[src/rtl/mips_pkg.sv]
// Shared encodings for the multicycle MIPS controller: opcodes, functs,
// FSM states, ALU operations and the decoded instruction classes.
package mips_pkg;

  localparam logic [5:0] OP_RTYPE = 6'b000000;
  localparam logic [5:0] OP_ORI   = 6'b001101;
  localparam logic [5:0] OP_LUI   = 6'b001111;
  localparam logic [5:0] OP_LW    = 6'b100011;
  localparam logic [5:0] OP_LB    = 6'b100000;
  localparam logic [5:0] OP_SW    = 6'b101011;
  localparam logic [5:0] OP_SB    = 6'b101000;
  localparam logic [5:0] OP_BEQ   = 6'b000100;
  localparam logic [5:0] OP_J     = 6'b000010;

  localparam logic [5:0] FN_ADDU  = 6'b100001;
  localparam logic [5:0] FN_SUBU  = 6'b100011;

  localparam logic [2:0] ALU_ADD  = 3'b000;
  localparam logic [2:0] ALU_SUB  = 3'b001;
  localparam logic [2:0] ALU_OR   = 3'b010;
  localparam logic [2:0] ALU_LUI  = 3'b011;

  localparam logic [1:0] NPC_PC4  = 2'b00;
  localparam logic [1:0] NPC_BR   = 2'b01;
  localparam logic [1:0] NPC_JMP  = 2'b10;

  typedef enum logic [2:0] {
    S_FETCH  = 3'd0,
    S_DECODE = 3'd1,
    S_EXEC   = 3'd2,
    S_MEM    = 3'd3,
    S_WB     = 3'd4
  } state_t;

  typedef enum logic [3:0] {
    C_NOP  = 4'd0,
    C_ADDU = 4'd1,
    C_SUBU = 4'd2,
    C_ORI  = 4'd3,
    C_LUI  = 4'd4,
    C_LW   = 4'd5,
    C_LB   = 4'd6,
    C_SW   = 4'd7,
    C_SB   = 4'd8,
    C_BEQ  = 4'd9,
    C_J    = 4'd10
  } iclass_t;

  function automatic logic is_load(input iclass_t c);
    return (c == C_LW) || (c == C_LB);
  endfunction

  function automatic logic is_store(input iclass_t c);
    return (c == C_SW) || (c == C_SB);
  endfunction

  function automatic logic is_byte(input iclass_t c);
    return (c == C_LB) || (c == C_SB);
  endfunction

  function automatic logic is_rtype(input iclass_t c);
    return (c == C_ADDU) || (c == C_SUBU);
  endfunction

endpackage

[src/rtl/mc_decode.sv]
// Combinational instruction classifier: maps the IR word to one class.
// Anything not explicitly recognised is a nop.
module mc_decode
  import mips_pkg::*;
(
  input  logic [31:0] i_instr,
  output logic [3:0]  o_class
);

  logic [5:0] w_op;
  logic [5:0] w_funct;

  assign w_op    = i_instr[31:26];
  assign w_funct = i_instr[5:0];

  always_comb begin
    o_class = C_NOP;
    case (w_op)
      OP_RTYPE: begin
        if (w_funct == FN_ADDU)      o_class = C_ADDU;
        else if (w_funct == FN_SUBU) o_class = C_SUBU;
      end
      OP_ORI:  o_class = C_ORI;
      OP_LUI:  o_class = C_LUI;
      OP_LW:   o_class = C_LW;
      OP_LB:   o_class = C_LB;
      OP_SW:   o_class = C_SW;
      OP_SB:   o_class = C_SB;
      OP_BEQ:  o_class = C_BEQ;
      OP_J:    o_class = C_J;
      default: o_class = C_NOP;
    endcase
  end

endmodule

[src/rtl/mc_ctrl.sv]
// Multicycle MIPS control FSM. Only the state is registered; every control
// output is a combinational function of state, instr, zero and mem_ready.
module mc_ctrl
  import mips_pkg::*;
(
  input  logic        clk,
  input  logic        reset,
  input  logic [31:0] instr,
  input  logic        zero,
  input  logic        mem_ready,
  output logic        PCWr,
  output logic        IRWr,
  output logic        RegWr,
  output logic        MemWr,
  output logic        MemtoReg,
  output logic        Extop,
  output logic        RegDst,
  output logic        ALUSrc,
  output logic        ByteOp,
  output logic [2:0]  ALUOp,
  output logic [1:0]  NPCSel,
  output logic        instr_done,
  output logic [2:0]  state
);

  state_t     r_state;
  state_t     w_next;
  logic [3:0] w_class_raw;
  iclass_t    w_class;

  mc_decode u_decode (
    .i_instr (instr),
    .o_class (w_class_raw)
  );

  assign w_class = iclass_t'(w_class_raw);
  assign state   = r_state;

  always_ff @(posedge clk or negedge reset) begin
    if (!reset) r_state <= S_FETCH;
    else        r_state <= w_next;
  end

  always_comb begin
    w_next     = r_state;
    PCWr       = 1'b0;
    IRWr       = 1'b0;
    RegWr      = 1'b0;
    MemWr      = 1'b0;
    MemtoReg   = 1'b0;
    Extop      = 1'b0;
    RegDst     = 1'b0;
    ALUSrc     = 1'b0;
    ByteOp     = 1'b0;
    ALUOp      = ALU_ADD;
    NPCSel     = NPC_PC4;
    instr_done = 1'b0;

    case (r_state)
      S_FETCH: begin
        if (mem_ready) begin
          IRWr   = 1'b1;
          PCWr   = 1'b1;
          NPCSel = NPC_PC4;
          w_next = S_DECODE;
        end
      end

      S_DECODE: begin
        case (w_class)
          C_J: begin
            PCWr       = 1'b1;
            NPCSel     = NPC_JMP;
            instr_done = 1'b1;
            w_next     = S_FETCH;
          end
          C_NOP: begin
            instr_done = 1'b1;
            w_next     = S_FETCH;
          end
          default: w_next = S_EXEC;
        endcase
      end

      S_EXEC: begin
        ByteOp = is_byte(w_class);
        case (w_class)
          C_ADDU: begin
            ALUOp  = ALU_ADD;
            w_next = S_WB;
          end
          C_SUBU: begin
            ALUOp  = ALU_SUB;
            w_next = S_WB;
          end
          C_ORI: begin
            ALUOp  = ALU_OR;
            ALUSrc = 1'b1;
            w_next = S_WB;
          end
          C_LUI: begin
            ALUOp  = ALU_LUI;
            ALUSrc = 1'b1;
            w_next = S_WB;
          end
          C_LW, C_LB, C_SW, C_SB: begin
            ALUOp  = ALU_ADD;
            ALUSrc = 1'b1;
            Extop  = 1'b1;
            w_next = S_MEM;
          end
          C_BEQ: begin
            ALUOp      = ALU_SUB;
            PCWr       = zero;
            NPCSel     = NPC_BR;
            instr_done = 1'b1;
            w_next     = S_FETCH;
          end
          default: w_next = S_FETCH;
        endcase
      end

      S_MEM: begin
        ByteOp = is_byte(w_class);
        if (mem_ready) begin
          if (is_store(w_class)) begin
            MemWr      = 1'b1;
            instr_done = 1'b1;
            w_next     = S_FETCH;
          end else begin
            w_next = S_WB;
          end
        end
      end

      S_WB: begin
        ByteOp     = is_byte(w_class);
        RegWr      = 1'b1;
        MemtoReg   = is_load(w_class);
        RegDst     = is_rtype(w_class);
        instr_done = 1'b1;
        w_next     = S_FETCH;
      end

      default: w_next = S_FETCH;
    endcase

    // Reset must silence outputs even in FETCH, where mem_ready alone would strobe IR/PC.
    if (!reset) begin
      PCWr       = 1'b0;
      IRWr       = 1'b0;
      RegWr      = 1'b0;
      MemWr      = 1'b0;
      MemtoReg   = 1'b0;
      Extop      = 1'b0;
      RegDst     = 1'b0;
      ALUSrc     = 1'b0;
      ByteOp     = 1'b0;
      ALUOp      = ALU_ADD;
      NPCSel     = NPC_PC4;
      instr_done = 1'b0;
    end
  end

endmodule

[config.mk]
export PLATFORM = sky130hd
export DESIGN_NAME = mc_ctrl
export DESIGN_NICKNAME = d
export VERILOG_FILES = /design/src/rtl/mips_pkg.sv /design/src/rtl/mc_decode.sv /design/src/rtl/mc_ctrl.sv
export SDC_FILE = /design/constraint.sdc
export NUM_CORES = 1
export LEC_CHECK = 0
export BUFFER_PORTS_ARGS = -buffer_cell sky130_fd_sc_hd__clkbuf_2
export CORE_UTILIZATION = 30
export CTS_BUF_LIST = sky130_fd_sc_hd__clkbuf_4 sky130_fd_sc_hd__clkbuf_8
export CTS_CLUSTER_DIAMETER = 80
export CTS_CLUSTER_SIZE = 12
export DETAILED_ROUTE_END_ITERATION = 8
export HOLD_SLACK_MARGIN = 0.05
export PLACE_DENSITY = 0.74
export SETUP_SLACK_MARGIN = 0.15
export SYNTH_ARGS = -nofsm -noshare
export SYNTH_HDL_FRONTEND = slang
export SYNTH_SLANG_ARGS = --single-unit
export TNS_END_PERCENT = 100
[constraint.sdc]
create_clock -name clk -period 1.6 [get_ports clk]
set_clock_uncertainty 0.05 [all_clocks]
set_input_delay 0.16 -clock clk [delete_from_list [all_inputs] [get_ports clk]]
set_output_delay 0.16 -clock clk [all_outputs]
set_load 0.02 [all_outputs]
# After elaboration in Yosys (flattened, before gate mapping)
# Cells that the tools add are included.
[word_totals]
regBits = 3
input_bits = 36
output_inout_bits = 18
elab_cells = 86
[classes]
n_eq_ne = 26
n_mux = 45
n_reduce_logical = 14
[op_table]
columns = ["cell", "n"]
rows = [
  ["$eq A6 B6 Y1 const B", 6],
  ["$pmux W4 S9", 1],
  ["$mux W1", 28],
  ["$eq A4 B3 Y1 const B", 4],
  ["$eq A4 B4 Y1 const B", 3],
  ["$eq A6 B4 Y1 const B", 2],
  ["$mux W3", 4],
  ["$pmux W3 S4", 1],
  ["$mux W2", 5],
  ["$eq A4 B2 Y1 const B", 2],
  ["$reduce_or A4 Y1", 2],
  ["$eq A3 B2 Y1 const B", 2],
  ["$eq A6 B2 Y1 const B", 1],
  ["$eq A6 B3 Y1 const B", 1],
  ["$logic_not A6 Y1", 1],
  ["$pmux W2 S3", 1],
  ["$pmux W3 S2", 1],
  ["$reduce_or A6 Y1", 1],
  ["$eq A4 B1 Y1 const B", 1],
  ["$logic_not A4 Y1", 1],
  ["$logic_or A1 B1 Y1", 4],
  ["$mux W4", 1],
  ["$ne A2 B2 Y1 const B", 2],
  ["$pmux W1 S4", 1],
  ["other kinds (8)", 9],
]

# Depth between registers and ports, before layout
# Gate-level depths: netlist (run 1).
[logic_depth]
depth_word = 10
ltp_mapped = 5
mapped_depth_nobuf = 4

# Cells and area by module
# From an unflattened synthesis (run 1), not the netlist that was laid out.
[unflattened]
cells_unflattened = 100
hier_area_um2 = 745.7
[modules_own_cells]
columns = ["module", "n_inst", "cells_per_inst", "area_each_um2", "seq_area_each_um2"]
rows = [
  ["mc_ctrl", 1, 76, 570.5, 75.1],
  ["mc_decode", 1, 24, 175.2, 0.0],
]

# Worst setup path before layout (run 1)
# Ideal clock, no wire load.
[synth_path]
kind = "flip-flop to output port"
start = "reg r_state[0] (netlist: state[0])"
end = "out instr_done"
arrival_time_ns = 1.572
required_ns = 1.390
slack_ns = -0.182
stages_incl_launch_ff = 4
n_path_buf = 0
path_cell_list = "dfrtp_1 > inv_2 > or4_1 > o211ai_1"
[synth_via]
elab_chain_cells = 3
elab_cells_between_ends = 6
cone_classes = "eq/ne: 4; mux: 2"
[synth_lines]
columns = ["element", "line_no", "text"]
rows = [
  ["start: declaration", "mc_ctrl.sv:26", "state_t r_state;"],
  ["start signal: assignment", "mc_ctrl.sv:41", "else r_state <= w_next;"],
  ["$eq A3 B3 Y1 (tied with other cells)", "mc_ctrl.sv:59", "case (r_state)"],
  ["$pmux W1 S4 (*)", "mc_ctrl.sv:59", ""],
  ["$mux W1 (*)", "mc_ctrl.sv:149", "if (!reset) begin"],
  ["end: declaration", "mc_ctrl.sv:22", "output logic instr_done,"],
]
# Mark *: on every way between the ends. The rest lies on a longest branch, timed or not.

# Final worst setup path (run 1)
[layout_path]
start = "reg r_state[0] (netlist: state[0])"
end = "out NPCSel[1]"
[layout_via]
elab_chain_cells = 3
elab_cells_between_ends = 4
cone_classes = "eq/ne: 2; mux: 2"
[layout_lines]
columns = ["element", "line_no", "text"]
rows = [
  ["$eq A3 B2 Y1 or $eq A3 B1 Y1 (tied branches)", "mc_ctrl.sv:59", ""],
  ["$pmux W2 S2 (*)", "mc_ctrl.sv:59", ""],
  ["$mux W2 (*)", "mc_ctrl.sv:149", ""],
  ["end: declaration", "mc_ctrl.sv:21", "output logic [1:0] NPCSel,"],
]
# Marks and branches as above.

==> metrics, run 1 <==
vias approximately 900; max_cap viols 0; Die Y approximately 45 um; fin crit share 1.09; Hold Crit Start mem_ready; area of the die slightly above 0.002 mm^2; Worst path depth 5; root buffer cell clkbuf_4; critical path's slowest cell dfrtp_2; Total Routing Usage GR 0.212; Pre-antenna DRT Iters 4; Switch Pwr 0.193 mW; failing checks negative setup slack; Min-Delay Endpoint state[0]; register area share after synthesis 0.133; first-pass GRT wire length roughly 3200 um; die width about 45 um; max reg flops 3; I/O Pins 54; DRC viols 0; pin count of the biggest net entering global routing 9; DRT iter0 DRCs 36; CP required between 1 and 1.5 ns; Post-Syn Nets 120; insertion delay to the later sink of the worst-skew pair 0.25 ns; reg2reg start state[1]; row cnt 15; Post-synth ARST share 1.00; clock network power share 0.308; H-tree Lvls 1; Yosys top cell area share 0.133; power density cells around 440 mW/mm^2; Clock Sinks 3; Max Slew Vio Count 0; Final ANT Viol Nets 0; hpwl dp between 1500 and 2000 um; Avg Inst Size Synth about 6.7 um^2; worst min-delay path class input pin to register; Synth area leader dfrtp_1; n_diodes 0; Vias/cell 5.27; Worst setup EP type output pin; switching share of power 0.372; clk slew on worst S/H paths about 0.040 ns; # fillers approximately 160; register area about 78 um^2; maximum vdd drop a little under 0.2 mV; Placeable Area approximately 0.0017 mm^2; synth cell count leaders nor2_1 (10), nand3_1 (8), a21oi_1 (7), nand2_1 (7), inv_1 (5); maximum fanout along the worst path 6; global route overflow 0; Comb power frac 0.516; Post-synth top flop dfrtp_1; leakage 0.546 nW; CTS Buf Count 3; wirelength, routed approximately 2300 um; Setup WS post-layout -0.149 ns; Layout Utilization 0.675; # port buffers 32; # nets final ~180; largest cells by area after synthesis dfrtp_1 (13%), nand3_1 (7.1%), nor2_1 (6.7%); worst r2r dst state[1]; internal power roughly 0.33 mW; CP arrival ~1.5 ns; area growth from synthesis to layout 109%; vias in the first global route ~800; Sequential Power Share 0.176; Setup CP Type register to output pin; Yosys cell types 35; initial core utilization 0.323; Mapped Area approximately 560 um^2; final hold viol count 0; Yosys reg bits 3; Final Setup Violations 11; hold path cells 4; Top delay family on crit path simple AND/OR/NAND/NOR gates; RD Place Congestion around 0.83; CTS tree yes; Peak Freq between 0.5 and 0.6 GHz; FF-to-FF path depth 4; clock buffer depth 2; Buf/Inv on CP 3; Synth Warn # 0; initial antenna violation count 0; Post-synth EDFFs 0; status finished, violations left; Worst path max stage delay about 0.43 ns; final hold slack about 0.26 ns; Gate Count Post-Synth 84; count leader, synth nor2_1; setup repair after global routing missed its margin true; FF-to-FF setup slack between 0.3 and 0.4 ns; WL/cell between 10 and 15 um; Final min period about 1.7 ns; Multi-input gate area about 550 um^2; fraction of layout cells with a size suffix above 1 0.616; critical path, cell by cell inv_4 > or4_4 > buf_4 > nor2_4 > buf_6; CP Launch Type register
## worst max path at each step
stage	endpoint	start	slack [ns]
floorplan	instr_done	state[1]	-0.04
CTS	instr_done	state[1]	-0.17
global route	instr_done	state[0]	-0.19
global placement	MemtoReg	instr[27]	0.007
finish	NPCSel[1]	state[0]	-0.15
detailed placement	MemtoReg	instr[27]	-0.01
## placed cells by master (no fill, tap or decap), drive strengths merged, types with 2 or more instances in the layout
cell / synthesis / layout
a21oi: 7 / 7
nor2b: 3 / 3
buf: 3 / 38
nor3: 4 / 4
nor3b: 2 / 2
and3: 3 / 3
a211o: 2 / 2
o21ai: 5 / 5
and2: 2 / 2
nand3b: 4 / 4
clkbuf: 0 / 26
nor2: 10 / 10
nand2: 7 / 7
dfrtp: 3 / 3
nand4: 2 / 2
inv: 6 / 6
nand3: 8 / 8
## metal layers
layer	track usage	wire, um
met1	0.240	864
met2	0.403	1230
met3	0.0120	127
met4	0.0909	41
met5	0	0
## final cells by class
| class | instances | share of cell area |
|---|---|---|
| inverters | 6 | 0.0213 |
| multi-input cells | 72 | 0.464 |
| clock buffers | 4 | 0.0255 |
| well taps | 25 | 0.0266 |
| repair buffers | 61 | 0.396 |
| flip-flops and latches | 3 | 0.0659 |
## through the flow
stage | instance area [um^2] | std cells | total power, mW | setup slack (ns) | setup TNS, ns
floorplan | 586 | 84 | 0.193 | -0.0391 | -0.0391
global placement | 882 | 156 | 0.269 | 0.00679 | 0
detailed placement | 882 | 156 | 0.275 | -0.00983 | -0.0165
CTS | 1070 | 166 | 0.480 | -0.169 | -0.451
global route | 1180 | 171 | 0.535 | -0.194 | -1.29
finish | 1180 | 171 | 0.519 | -0.149 | -0.805
## power groups by stage
| stage | combinational [mW] | sequential, mW | clock (mW) |
|---|---|---|---|
| after detailed placement | 0.183 | 0.0925 | 0 |
| final | 0.268 | 0.0915 | 0.160 |
| after global placement | 0.177 | 0.0920 | 0 |
| after CTS | 0.228 | 0.0906 | 0.161 |
| after global routing | 0.286 | 0.0922 | 0.157 |
| after floorplan | 0.0920 | 0.101 | 0 |
## cell families (layout without fill, tap and decap cells)
kind of cell / after synthesis / count (layout) / synth area share
simple gates: 49 / 49 / 0.504
other cells: 1 / 1 / 0.00666
buf+inv: 9 / 71 / 0.0933
compound gates: 20 / 20 / 0.227
mux: 1 / 1 / 0.0200
xor+xnor: 1 / 1 / 0.0156
flops: 3 / 3 / 0.133
## worst reg2reg max path: stages (launching register included)
cell and delay [ns]:
dfrtp_2 0.41, buf_6 0.14, buf_4 0.14, nor3_1 0.22
o2bb2ai_1 0.16
## repair_timing
item	CTS	global route
resized for setup	31	27
endpoints found under the setup margin	14	14
hold buffers	1	0
hold endpoints to repair	3	0
buffers inserted	5	5
gates cloned	0	0
pin swaps	5	8
No activity file was read; power rests on OpenSTA's default activity.
==> inputs of run 2 (changes only) <==
==> constraint.sdc (replaced) <==
create_clock -name clk -period 2.16 [get_ports clk]
set_clock_uncertainty 0.05 [all_clocks]
set_input_delay 0.216 -clock clk [delete_from_list [all_inputs] [get_ports clk]]
set_output_delay 0.216 -clock clk [all_outputs]
set_load 0.02 [all_outputs]
==> metrics, run 2 (synthesis results as in run 1) <==
Final Setup Violations 0; area growth from synthesis to layout 36.0%; RD Place Congestion between 0.8 and 0.9; WL/cell between 10 and 15 um; Setup WS post-layout ~0.22 ns; hpwl dp around 1300 um; vias about 740; fin crit share 0.896; CP required 1.89 ns; internal power ~0.18 mW; pin count of the biggest net entering global routing 11; setup repair bufs after CTS 0; insertion delay to the later sink of the worst-skew pair 0.23 ns; H-tree Lvls 1; clk slew on worst S/H paths ~0.040 ns; worst min-delay path class input pin to register; most frequent cells in the layout clkbuf_2 (32), nor2_1 (10), nand3_1 (8), nand2_1 (7), a21oi_1 (7); Placed Instance Area ~720 um^2; vias in the first global route 655; Layout Cells excl Fill 143; status finished clean; first-pass GRT wire length around 2500 um; Design Area, Final approximately 770 um^2; CP Launch Type register; CTS tree yes; leakage between 0.3 and 0.4 nW; DRT iter0 DRCs 17; Peak Freq ~0.52 GHz; clock buffer depth 2; maximum vdd drop about 0.13 mV; # nets final 155; setup repair after global routing missed its margin false; setup_tns 0 ns; Die Y roughly 45 um; Sequential Power Share 0.244; Max Slew Vio Count 0; I/O Pins between 50 and 60; Worst setup EP type output pin; power density cells 378 mW/mm^2; initial antenna violation count 0; n_diodes 0; area of the die 0.00205 mm^2; Setup CP Type register to output pin; final hold viol count 0; row cnt 15; # port buffers 32; hold path cells 3; maximum fanout along the worst path 9; max reg flops 3; fraction of layout cells with a size suffix above 1 0.364; CP arrival around 1.7 ns; DRC viols 0; placed cell count approximately 140; max_cap viols 0; Clock Sinks 3; switching share of power 0.361; initial core utilization 0.323; wirelength, routed about 1600 um; CTS Buf Count 3; Layout Utilization 0.439; Comb power frac 0.374; commonest non-fill, non-tap cell in the layout clkbuf_2; die width ~45 um; Switch Pwr approximately 0.10 mW; Final ANT Viol Nets 0; pre-CTS setup slack between 0.3 and 0.4 ns; Placeable Area 0.00175 mm^2; # fillers about 200; root buffer cell clkbuf_4; FF-to-FF path depth 3; Total Routing Usage GR 0.167; Pre-antenna DRT Iters 4; final hold slack about 0.3 ns; Power Total around 0.29 mW; Vias/cell between 5 and 6; clock network power share 0.381; global route overflow 0; Final min period 1.94 ns
## run 2: cell count changes in the layout (fill, tap and decap cells not counted), sizes merged
cell,before,now
buf,38,0
clkbuf,26,36
## run 2: what timing repair did
action | in CTS | in global routing
hold buffers | 1 | 0
endpoints found under the hold margin | 3 | 0
resized for setup | 1 | 0
endpoints found under the setup margin | 1 | 0
## run 2: power groups by stage
stage | logic [mW] | registers, mW | clock network, mW
final | 0.108 | 0.0706 | 0.110
after global routing | 0.120 | 0.0716 | 0.117
after CTS | 0.108 | 0.0704 | 0.115
after detailed placement | 0.106 | 0.0706 | 0
after global placement | 0.104 | 0.0700 | 0
after floorplan | 0.0658 | 0.0736 | 0
## run 2: final cells by class
class	instances	area, um^2	share of cell area
clock buffer	4	30.0	0.0392
inverter	6	22.5	0.0294
multi-input combinational	72	435	0.569
sequential	3	76.3	0.0997
tap	25	31.3	0.0408
timing repair buffer	33	170	0.222
## run 2: worst max-delay path: stages (launching register included)
cell and delay, ns:
dfrtp_2 0.44, inv_2 0.09, or4_1 0.53, o211ai_1 0.18
clkbuf_2 0.19
## run 2: layer usage
layer  up-vias  wire length (um)  GRT usage
met2        27               786      0.287
met1       336               729      0.199
met5         -                 0          0
met3         2                75     0.0200
met4         0                 6     0.0970
li1        376                 -          -
## run 2: path summary, 6_finish.rpt
| check | startpoint | endpoint | slack, ns |
|---|---|---|---|
| min in group asynchronous | reset | state[2] | 0.33 |
| worst max register to register | state[0] | state[1] | 0.98 |
| max in group asynchronous | reset | state[0] | 1.58 |
| worst max-delay path | state[0] | instr_done | 0.22 |
| worst min register to register | state[2] | state[0] | 0.62 |
| worst min-delay path | instr[0] | state[2] | 0.30 |
